**config.mk**
```make
export PLATFORM = sky130hd
export DESIGN_NAME = core_controller_axil_master_flat
export DESIGN_NICKNAME = d
export VERILOG_FILES = /design/src/rtl/core_axil_pkg.sv /design/src/rtl/core_controller_axil_master_if.sv /design/src/rtl/core_axil_watchdog.sv /design/src/rtl/core_controller_axil_master.sv /design/src/flat_wrapper.sv
export SDC_FILE = /design/constraint.sdc
export NUM_CORES = 1
export LEC_CHECK = 0
export ABC_AREA = 0
export CAP_MARGIN = 30
export CELL_PAD_IN_SITES_DETAIL_PLACEMENT = 0
export CELL_PAD_IN_SITES_GLOBAL_PLACEMENT = 1
export CORE_UTILIZATION = 29
export CTS_CLUSTER_SIZE = 28
export DETAILED_ROUTE_END_ITERATION = 12
export PLACE_DENSITY = 0.93
export SYNTH_ARGS = -nofsm -noshare
export SYNTH_HDL_FRONTEND = slang
export SYNTH_SLANG_ARGS = --single-unit
export TNS_END_PERCENT = 100
```
**constraint.sdc**
```tcl
create_clock -name M_AXI_ACLK -period 2.6 [get_ports M_AXI_ACLK]
set_input_delay 0.39 -clock M_AXI_ACLK [delete_from_list [all_inputs] [get_ports M_AXI_ACLK]]
set_output_delay 0.39 -clock M_AXI_ACLK [all_outputs]
set_load 0.05 [all_outputs]
```
**src/rtl/core_axil_pkg.sv**
```systemverilog
// Shared types and constants for the core-controller AXI4-Lite master.
// The optional watchdog is enabled with the CORE_AXIL_TIMEOUT_EN macro.
package core_axil_pkg;

    typedef enum logic [2:0] {
        StIdle,
        StWr,
        StWrB,
        StRdA,
        StRdD,
        StRsp
    } state_e;

    localparam logic [1:0] RESP_OKAY   = 2'b00;
    localparam logic [1:0] RESP_EXOKAY = 2'b01;
    localparam logic [1:0] RESP_SLVERR = 2'b10;
    localparam logic [1:0] RESP_DECERR = 2'b11;

    localparam logic [15:0] CRST      = 16'h0000;
    localparam logic [15:0] CEXEC     = 16'h0004;
    localparam logic [15:0] CMEM_ADDR = 16'h0008;
    localparam logic [15:0] CSTAT     = 16'h000C;

endpackage

```
**src/rtl/core_controller_axil_master_if.sv**
```systemverilog
// AXI4-Lite bus bundle between the core-controller master and its register-file slave.
interface core_controller_axil_master_if #(
    parameter int unsigned ADDR_W = 16,
    parameter int unsigned DATA_W = 32
);
    logic [ADDR_W-1:0]   M_AXI_AWADDR;
    logic                M_AXI_AWVALID;
    logic                M_AXI_AWREADY;
    logic [DATA_W-1:0]   M_AXI_WDATA;
    logic [DATA_W/8-1:0] M_AXI_WSTRB;
    logic                M_AXI_WVALID;
    logic                M_AXI_WREADY;
    logic [1:0]          M_AXI_BRESP;
    logic                M_AXI_BVALID;
    logic                M_AXI_BREADY;
    logic [ADDR_W-1:0]   M_AXI_ARADDR;
    logic                M_AXI_ARVALID;
    logic                M_AXI_ARREADY;
    logic [DATA_W-1:0]   M_AXI_RDATA;
    logic [1:0]          M_AXI_RRESP;
    logic                M_AXI_RVALID;
    logic                M_AXI_RREADY;

    modport master (
        output M_AXI_AWADDR, M_AXI_AWVALID, M_AXI_WDATA, M_AXI_WSTRB, M_AXI_WVALID,
        output M_AXI_BREADY, M_AXI_ARADDR, M_AXI_ARVALID, M_AXI_RREADY,
        input  M_AXI_AWREADY, M_AXI_WREADY, M_AXI_BRESP, M_AXI_BVALID,
        input  M_AXI_ARREADY, M_AXI_RDATA, M_AXI_RRESP, M_AXI_RVALID
    );

    modport slave (
        input  M_AXI_AWADDR, M_AXI_AWVALID, M_AXI_WDATA, M_AXI_WSTRB, M_AXI_WVALID,
        input  M_AXI_BREADY, M_AXI_ARADDR, M_AXI_ARVALID, M_AXI_RREADY,
        output M_AXI_AWREADY, M_AXI_WREADY, M_AXI_BRESP, M_AXI_BVALID,
        output M_AXI_ARREADY, M_AXI_RDATA, M_AXI_RRESP, M_AXI_RVALID
    );

endinterface

```
**src/rtl/core_axil_watchdog.sv**
```systemverilog
// Loadable down-counter; expire_o pulses once Cycles cycles have elapsed since load_i.
// Only instantiated when CORE_AXIL_TIMEOUT_EN is defined.
module core_axil_watchdog #(
    parameter int unsigned Cycles = 1024  // must be >= 2
) (
    input  logic clk_i,
    input  logic rst_i,
    input  logic load_i,
    input  logic en_i,
    output logic expire_o
);

    localparam int unsigned CntW = (Cycles > 2) ? $clog2(Cycles) : 1;

    logic [CntW-1:0] cnt_q;

    // load_i marks the first cycle of a state, so the count covers the remaining Cycles-1
    always_ff @(posedge clk_i) begin
        if (rst_i) begin
            cnt_q <= '0;
        end else if (load_i) begin
            cnt_q <= CntW'(Cycles - 2);
        end else if (en_i && (cnt_q != '0)) begin
            cnt_q <= cnt_q - 1'b1;
        end
    end

    assign expire_o = en_i && !load_i && (cnt_q == '0);

endmodule

```
**src/rtl/core_controller_axil_master.sv**
```systemverilog
// AXI4-Lite master: one command -> one AXI write or read -> one response, strictly serial.
// Define CORE_AXIL_TIMEOUT_EN to add a watchdog that aborts a hung transaction.
module core_controller_axil_master
    import core_axil_pkg::*;
#(
    parameter int unsigned C_M_AXI_DATA_WIDTH = 32,
    parameter int unsigned C_M_AXI_ADDR_WIDTH = 16,
    parameter int unsigned TIMEOUT_CYCLES     = 1024
) (
    input  logic                          M_AXI_ACLK,
    input  logic                          M_AXI_ARST,
    input  logic                          CMD_VALID,
    output logic                          CMD_READY,
    input  logic                          CMD_WRITE,
    input  logic [C_M_AXI_ADDR_WIDTH-1:0] CMD_ADDR,
    input  logic [C_M_AXI_DATA_WIDTH-1:0] CMD_WDATA,
    output logic                          RSP_VALID,
    input  logic                          RSP_READY,
    output logic [C_M_AXI_DATA_WIDTH-1:0] RSP_RDATA,
    output logic [1:0]                    RSP_RESP,
    output logic                          RSP_TIMEOUT,
    core_controller_axil_master_if.master m_axi
);

    localparam int unsigned AW = C_M_AXI_ADDR_WIDTH;
    localparam int unsigned DW = C_M_AXI_DATA_WIDTH;

    state_e          state_q;
    logic            cmd_ready_q, awvalid_q, wvalid_q, bready_q, arvalid_q, rready_q;
    logic            aw_done_q, w_done_q;
    logic [AW-1:0]   addr_q;
    logic [DW-1:0]   wdata_q, rsp_rdata_q;
    logic            rsp_valid_q, rsp_timeout_q;
    logic [1:0]      rsp_resp_q;
    logic            aw_hs, w_hs, wd_expire;

    assign aw_hs = awvalid_q && m_axi.M_AXI_AWREADY;
    assign w_hs  = wvalid_q && m_axi.M_AXI_WREADY;

`ifdef CORE_AXIL_TIMEOUT_EN
    state_e prev_state_q;
    logic   wd_busy;

    always_ff @(posedge M_AXI_ACLK) begin
        if (M_AXI_ARST) prev_state_q <= StIdle;
        else            prev_state_q <= state_q;
    end

    assign wd_busy = (state_q == StWr) || (state_q == StWrB) ||
                     (state_q == StRdA) || (state_q == StRdD);

    // Reload on every state change so each AXI phase gets its own budget
    core_axil_watchdog #(
        .Cycles (TIMEOUT_CYCLES)
    ) u_watchdog (
        .clk_i    (M_AXI_ACLK),
        .rst_i    (M_AXI_ARST),
        .load_i   (state_q != prev_state_q),
        .en_i     (wd_busy),
        .expire_o (wd_expire)
    );
`else
    assign wd_expire = 1'b0;
`endif

    always_ff @(posedge M_AXI_ACLK) begin
        if (M_AXI_ARST) begin
            state_q       <= StIdle;
            cmd_ready_q   <= 1'b0;
            awvalid_q     <= 1'b0;
            wvalid_q      <= 1'b0;
            bready_q      <= 1'b0;
            arvalid_q     <= 1'b0;
            rready_q      <= 1'b0;
            aw_done_q     <= 1'b0;
            w_done_q      <= 1'b0;
            addr_q        <= '0;
            wdata_q       <= '0;
            rsp_valid_q   <= 1'b0;
            rsp_rdata_q   <= '0;
            rsp_resp_q    <= RESP_OKAY;
            rsp_timeout_q <= 1'b0;
        end else if (wd_expire) begin
            awvalid_q     <= 1'b0;
            wvalid_q      <= 1'b0;
            bready_q      <= 1'b0;
            arvalid_q     <= 1'b0;
            rready_q      <= 1'b0;
            aw_done_q     <= 1'b0;
            w_done_q      <= 1'b0;
            rsp_valid_q   <= 1'b1;
            rsp_rdata_q   <= '0;
            rsp_resp_q    <= RESP_SLVERR;
            rsp_timeout_q <= 1'b1;
            state_q       <= StRsp;
        end else begin
            unique case (state_q)
                StIdle: begin
                    cmd_ready_q <= 1'b1;
                    if (CMD_VALID && cmd_ready_q) begin
                        cmd_ready_q   <= 1'b0;
                        addr_q        <= {CMD_ADDR[AW-1:2], 2'b00};
                        wdata_q       <= CMD_WDATA;
                        rsp_timeout_q <= 1'b0;
                        if (CMD_WRITE) begin
                            awvalid_q <= 1'b1;
                            wvalid_q  <= 1'b1;
                            state_q   <= StWr;
                        end else begin
                            arvalid_q <= 1'b1;
                            state_q   <= StRdA;
                        end
                    end
                end
                StWr: begin
                    if (aw_hs) awvalid_q <= 1'b0;
                    if (w_hs)  wvalid_q  <= 1'b0;
                    aw_done_q <= aw_done_q || aw_hs;
                    w_done_q  <= w_done_q || w_hs;
                    if ((aw_done_q || aw_hs) && (w_done_q || w_hs)) begin
                        aw_done_q <= 1'b0;
                        w_done_q  <= 1'b0;
                        bready_q  <= 1'b1;
                        state_q   <= StWrB;
                    end
                end
                StWrB: begin
                    if (m_axi.M_AXI_BVALID) begin
                        bready_q    <= 1'b0;
                        rsp_resp_q  <= m_axi.M_AXI_BRESP;
                        rsp_rdata_q <= '0;
                        rsp_valid_q <= 1'b1;
                        state_q     <= StRsp;
                    end
                end
                StRdA: begin
                    if (m_axi.M_AXI_ARREADY) begin
                        arvalid_q <= 1'b0;
                        rready_q  <= 1'b1;
                        state_q   <= StRdD;
                    end
                end
                StRdD: begin
                    if (m_axi.M_AXI_RVALID) begin
                        rready_q    <= 1'b0;
                        rsp_rdata_q <= m_axi.M_AXI_RDATA;
                        rsp_resp_q  <= m_axi.M_AXI_RRESP;
                        rsp_valid_q <= 1'b1;
                        state_q     <= StRsp;
                    end
                end
                StRsp: begin
                    if (RSP_READY) begin
                        rsp_valid_q <= 1'b0;
                        cmd_ready_q <= 1'b1;
                        state_q     <= StIdle;
                    end
                end
                default: state_q <= StIdle;
            endcase
        end
    end

    assign CMD_READY           = cmd_ready_q;
    assign RSP_VALID           = rsp_valid_q;
    assign RSP_RDATA           = rsp_rdata_q;
    assign RSP_RESP            = rsp_resp_q;
    assign RSP_TIMEOUT         = rsp_timeout_q;
    assign m_axi.M_AXI_AWADDR  = addr_q;
    assign m_axi.M_AXI_AWVALID = awvalid_q;
    assign m_axi.M_AXI_WDATA   = wdata_q;
    assign m_axi.M_AXI_WSTRB   = '1;
    assign m_axi.M_AXI_WVALID  = wvalid_q;
    assign m_axi.M_AXI_BREADY  = bready_q;
    assign m_axi.M_AXI_ARADDR  = addr_q;
    assign m_axi.M_AXI_ARVALID = arvalid_q;
    assign m_axi.M_AXI_RREADY  = rready_q;

endmodule

```
**src/flat_wrapper.sv**
```systemverilog
// flat-port wrapper written by rule: the top's interface ports become plain ports
module core_controller_axil_master_flat import core_axil_pkg::*;
#(
    parameter int unsigned C_M_AXI_DATA_WIDTH = 32,
    parameter int unsigned C_M_AXI_ADDR_WIDTH = 16,
    parameter int unsigned TIMEOUT_CYCLES     = 1024
)
  (M_AXI_ACLK, M_AXI_ARST, CMD_VALID, CMD_READY, CMD_WRITE, CMD_ADDR, CMD_WDATA, RSP_VALID, RSP_READY, RSP_RDATA, RSP_RESP, RSP_TIMEOUT, m_axi_M_AXI_AWADDR, m_axi_M_AXI_AWVALID, m_axi_M_AXI_WDATA, m_axi_M_AXI_WSTRB, m_axi_M_AXI_WVALID, m_axi_M_AXI_BREADY, m_axi_M_AXI_ARADDR, m_axi_M_AXI_ARVALID, m_axi_M_AXI_RREADY, m_axi_M_AXI_AWREADY, m_axi_M_AXI_WREADY, m_axi_M_AXI_BRESP, m_axi_M_AXI_BVALID, m_axi_M_AXI_ARREADY, m_axi_M_AXI_RDATA, m_axi_M_AXI_RRESP, m_axi_M_AXI_RVALID);
  core_controller_axil_master_if #(.ADDR_W(16), .DATA_W(32)) m_axi_i ();
  input  logic M_AXI_ACLK;
  input  logic M_AXI_ARST;
  input  logic CMD_VALID;
  output logic CMD_READY;
  input  logic CMD_WRITE;
  input  logic [C_M_AXI_ADDR_WIDTH-1:0] CMD_ADDR;
  input  logic [C_M_AXI_DATA_WIDTH-1:0] CMD_WDATA;
  output logic RSP_VALID;
  input  logic RSP_READY;
  output logic [C_M_AXI_DATA_WIDTH-1:0] RSP_RDATA;
  output logic [1:0] RSP_RESP;
  output logic RSP_TIMEOUT;
  output wire logic [$bits(m_axi_i.M_AXI_AWADDR)-1:0] m_axi_M_AXI_AWADDR;
  output wire logic [$bits(m_axi_i.M_AXI_AWVALID)-1:0] m_axi_M_AXI_AWVALID;
  output wire logic [$bits(m_axi_i.M_AXI_WDATA)-1:0] m_axi_M_AXI_WDATA;
  output wire logic [$bits(m_axi_i.M_AXI_WSTRB)-1:0] m_axi_M_AXI_WSTRB;
  output wire logic [$bits(m_axi_i.M_AXI_WVALID)-1:0] m_axi_M_AXI_WVALID;
  output wire logic [$bits(m_axi_i.M_AXI_BREADY)-1:0] m_axi_M_AXI_BREADY;
  output wire logic [$bits(m_axi_i.M_AXI_ARADDR)-1:0] m_axi_M_AXI_ARADDR;
  output wire logic [$bits(m_axi_i.M_AXI_ARVALID)-1:0] m_axi_M_AXI_ARVALID;
  output wire logic [$bits(m_axi_i.M_AXI_RREADY)-1:0] m_axi_M_AXI_RREADY;
  input wire logic [$bits(m_axi_i.M_AXI_AWREADY)-1:0] m_axi_M_AXI_AWREADY;
  input wire logic [$bits(m_axi_i.M_AXI_WREADY)-1:0] m_axi_M_AXI_WREADY;
  input wire logic [$bits(m_axi_i.M_AXI_BRESP)-1:0] m_axi_M_AXI_BRESP;
  input wire logic [$bits(m_axi_i.M_AXI_BVALID)-1:0] m_axi_M_AXI_BVALID;
  input wire logic [$bits(m_axi_i.M_AXI_ARREADY)-1:0] m_axi_M_AXI_ARREADY;
  input wire logic [$bits(m_axi_i.M_AXI_RDATA)-1:0] m_axi_M_AXI_RDATA;
  input wire logic [$bits(m_axi_i.M_AXI_RRESP)-1:0] m_axi_M_AXI_RRESP;
  input wire logic [$bits(m_axi_i.M_AXI_RVALID)-1:0] m_axi_M_AXI_RVALID;
  assign m_axi_M_AXI_AWADDR = m_axi_i.M_AXI_AWADDR;
  assign m_axi_M_AXI_AWVALID = m_axi_i.M_AXI_AWVALID;
  assign m_axi_M_AXI_WDATA = m_axi_i.M_AXI_WDATA;
  assign m_axi_M_AXI_WSTRB = m_axi_i.M_AXI_WSTRB;
  assign m_axi_M_AXI_WVALID = m_axi_i.M_AXI_WVALID;
  assign m_axi_M_AXI_BREADY = m_axi_i.M_AXI_BREADY;
  assign m_axi_M_AXI_ARADDR = m_axi_i.M_AXI_ARADDR;
  assign m_axi_M_AXI_ARVALID = m_axi_i.M_AXI_ARVALID;
  assign m_axi_M_AXI_RREADY = m_axi_i.M_AXI_RREADY;
  assign m_axi_i.M_AXI_AWREADY = m_axi_M_AXI_AWREADY;
  assign m_axi_i.M_AXI_WREADY = m_axi_M_AXI_WREADY;
  assign m_axi_i.M_AXI_BRESP = m_axi_M_AXI_BRESP;
  assign m_axi_i.M_AXI_BVALID = m_axi_M_AXI_BVALID;
  assign m_axi_i.M_AXI_ARREADY = m_axi_M_AXI_ARREADY;
  assign m_axi_i.M_AXI_RDATA = m_axi_M_AXI_RDATA;
  assign m_axi_i.M_AXI_RRESP = m_axi_M_AXI_RRESP;
  assign m_axi_i.M_AXI_RVALID = m_axi_M_AXI_RVALID;
  core_controller_axil_master #(.C_M_AXI_DATA_WIDTH(C_M_AXI_DATA_WIDTH), .C_M_AXI_ADDR_WIDTH(C_M_AXI_ADDR_WIDTH), .TIMEOUT_CYCLES(TIMEOUT_CYCLES)) u_core (.M_AXI_ACLK(M_AXI_ACLK), .M_AXI_ARST(M_AXI_ARST), .CMD_VALID(CMD_VALID), .CMD_READY(CMD_READY), .CMD_WRITE(CMD_WRITE), .CMD_ADDR(CMD_ADDR), .CMD_WDATA(CMD_WDATA), .RSP_VALID(RSP_VALID), .RSP_READY(RSP_READY), .RSP_RDATA(RSP_RDATA), .RSP_RESP(RSP_RESP), .RSP_TIMEOUT(RSP_TIMEOUT), .m_axi(m_axi_i));
endmodule
```
==> results.txt <==
Outcome: finished, final reports clean
Max clock buf depth: 2
Final WL: 10350 um
Fin crit period: 1.979 ns
Internal: 2.966 mW
Hold Startpoint: M_AXI_ARST
Max-cap violations: 0
Rel. slew slack: 0.5885
DIE HEIGHT: 116.6 um
Crit path cell chain: clkdlybuf4s50_1
Largest net degree at the start of global routing: 69
Final HPWL DP: 7531 um
Post-Syn Area: 0.003807 sq mm
Placed Instances: 780
Final Skew: 0.006816 ns
Hold Crit Class: in -> reg
DIE AREA: 0.01359 sq mm
Vias per cell: 4.604
Synth warn: 0
Post-CTS Setup Bufs: 0
Commonest non-fill, non-tap cell in the layout: clkdlybuf4s50_1
Sequential share of the synthesized area: 0.4837
Worst setup EP type: output port
Die X: 116.6 um
Arrival time at the worst endpoint: 1.59 ns
Clock share of power: 0.295
Resized cells post-CTS: 0
Slowest stage delay, CP: 0.84 ns
Clock Tree Root: clkbuf_16
WP buf/inv: 1
Most used flip-flop cell after synthesis: dfxtp_1
Switching power total: 1.627 mW
# port buffers: 192
Origin of the critical flop-to-flop path: u_core.state_q[1]
Setup TNS: 0 ns
Total gr overflow: 0
Setup Viol. Count Final: 0
Drt pass-1 iters: 4
Fmax: 505.4 MHz
Reg power frac: 0.351
Fin crit share: 0.7610
Placeable Area: 0.01272 sq mm
Worst hold slack: 0.3606 ns
Pins over their slew limit: 0
Starting DRC count in detailed routing: 237
Routed len/inst: 13.02 um
CTS Hold Buffers Added: 0
Setup crit start: u_core.CMD_READY
Max stage delay cell, worst path: clkdlybuf4s50_1
Area Overhead vs Synth: 57.80%
Measured slew at the worst slew-check pin: 0.6172 ns
CP required: 2.21 ns
Async S/R FF share, synth: 0
Syn_area_per_cell: 8.295 sq um
Post-synth top area cell: dfxtp_1
Clk_lat worst skew: 0.33 ns
Initial antenna violation count: 0
TritonCTS Buffers: 9
Leak pwr: 1.994 nW
Critical path startpoint category: flip-flop
Top delay family on crit path: buffers and inverters
Max VDD drop: 0.3449 mV
Ports: 204
Initial Util: 0.2993
Via count: 3660
Commonest non-fill, non-tap cells in the layout: clkdlybuf4s50_1 (191), nand2_1 (97), dfxtp_1 (92)
Crit path kind: reg -> out
Cells after synthesis: 459
Global-route wire length before repair: 15660 um
CTS tree: yes
RSZ-0062 raised after global routing: no
FF+latch count, synth: 92
Non-Filler Instances: 795
Power Density: 764.5 mW/mm^2
Netlist cell types: 36
Combinational Power Share: 0.354
DR DRC count: 0
# rows: 41
Number of global-route vias before repair: 3380
Layout cell share with drive strength beyond 1: 0.05457
Final hold violations: 0
Gpl congestion: 0.7597
Post-synth EDFFs: 0
Sw Share: 0.3543
Synth top area share: 0.4837
Antenna-violating nets left: 0
CTS clk-pin slew, worst paths: 0.06 ns
Largest fanout on the critical path: 5
Ant diodes: 0
Total track usage: 0.1474
H-tree depth: 3
Post-layout nets: 713
Synth area leaders: dfxtp_1 (48%), a21oi_1 (11%), nand2_1 (9.6%)
Clk sinks: 92
==> worst paths after layout <==
check,endpoint,slack [ns],cells after the start
worst min-delay path,u_core.state_q[1],0.36,2
worst max-delay path,CMD_READY,0.62,1
worst max register to register,u_core.RSP_RDATA[16],0.78,5
worst min register to register,u_core.m_axi.M_AXI_WDATA[8],0.46,2
==> power by group through the flow <==
stage | sequential, mW | combinational [mW] | clock, mW
3_5_place_dp | 1.64 | 1.63 | 0
2_1_floorplan | 2.01 | 0.781 | 0
6_report | 1.61 | 1.63 | 1.36
3_3_place_gp | 1.64 | 1.61 | 0
4_1_cts | 1.61 | 1.64 | 1.40
5_1_grt | 1.63 | 1.74 | 1.47
==> logic make-up after synthesis <==
logic type | count (synthesis) | synth area share
multiplexers | 2 | 0.005258
AO/OA/AOI/OAI | 109 | 0.1679
buffers and inverters | 62 | 0.1002
AND/OR/NAND/NOR | 192 | 0.2409
other | 2 | 0.001972
flip-flops | 92 | 0.4837
==> worst reg2reg max path, stage by stage (launching register included) <==
cell and delay (ns):
dfxtp_1 0.31, and2b_2 0.28, and2_1 0.54, buf_4 0.35, nand3_1 0.10, a21oi_1 0.16
==> per-layer routing <==
metal  global-route usage  wire [um]  share of wire  vias up
li1                     -          -              -     1828
met1               0.1654       4267           0.41     1683
met2               0.2568       5018           0.48      141
met3              0.05708        958          0.093        8
met4              0.04641        108          0.010        0
met5                    0          0              0        -
==> stage by stage <==
| stage | utilization | worst slack (ns) | power, mW | cell area [sq um] |
|---|---|---|---|---|
| 2_1_floorplan | - | 1.065 | 2.794 | 3834 |
| 3_3_place_gp | 0.4482 | 0.7348 | 3.244 | 5702 |
| 3_5_place_dp | 0.4482 | 0.6636 | 3.274 | 5702 |
| 5_1_grt | 0.4723 | 0.5610 | 4.828 | 6008 |
| 6_report | 0.4723 | 0.6214 | 4.593 | 6008 |
| 4_1_cts | 0.4723 | 0.6052 | 4.651 | 6008 |
==> state kept, by name, summed over array words and instances (netlist names) <==
name,flops
u_core.CMD_READY,1
u_core.RSP_RDATA,32
u_core.RSP_RESP,2
u_core.RSP_VALID,1
u_core.aw_done_q,1
u_core.m_axi.M_AXI_ARADDR,14
u_core.m_axi.M_AXI_ARVALID,1
u_core.m_axi.M_AXI_AWVALID,1
u_core.m_axi.M_AXI_BREADY,1
u_core.m_axi.M_AXI_RREADY,1
u_core.m_axi.M_AXI_WDATA,32
u_core.m_axi.M_AXI_WVALID,1
u_core.state_q,3
u_core.w_done_q,1
==> synth_stat cells, drive strengths merged (3+ instances only) <==
master	n
inv	3
a211o	3
dfxtp	92
clkbuf	17
a211oi	6
nand3	37
a21o	3
nor3	5
nand2	97
nor2	6
nand2b	36
buf	42
nand3b	3
a31oi	3
a21oi	86
==> final cells by class <==
| type | count | area (sq um) |
|---|---|---|
| fillers | 1261 | 6714 |
| repair buffers | 201 | 2009 |
| flip-flops and latches | 92 | 1842 |
| multi-input cells | 312 | 1624 |
| clock buffers | 10 | 229.0 |
| well taps | 172 | 215.2 |
| clock inverters | 5 | 77.57 |
| inverters | 3 | 11.26 |
(Power assumes the default switching activity.)
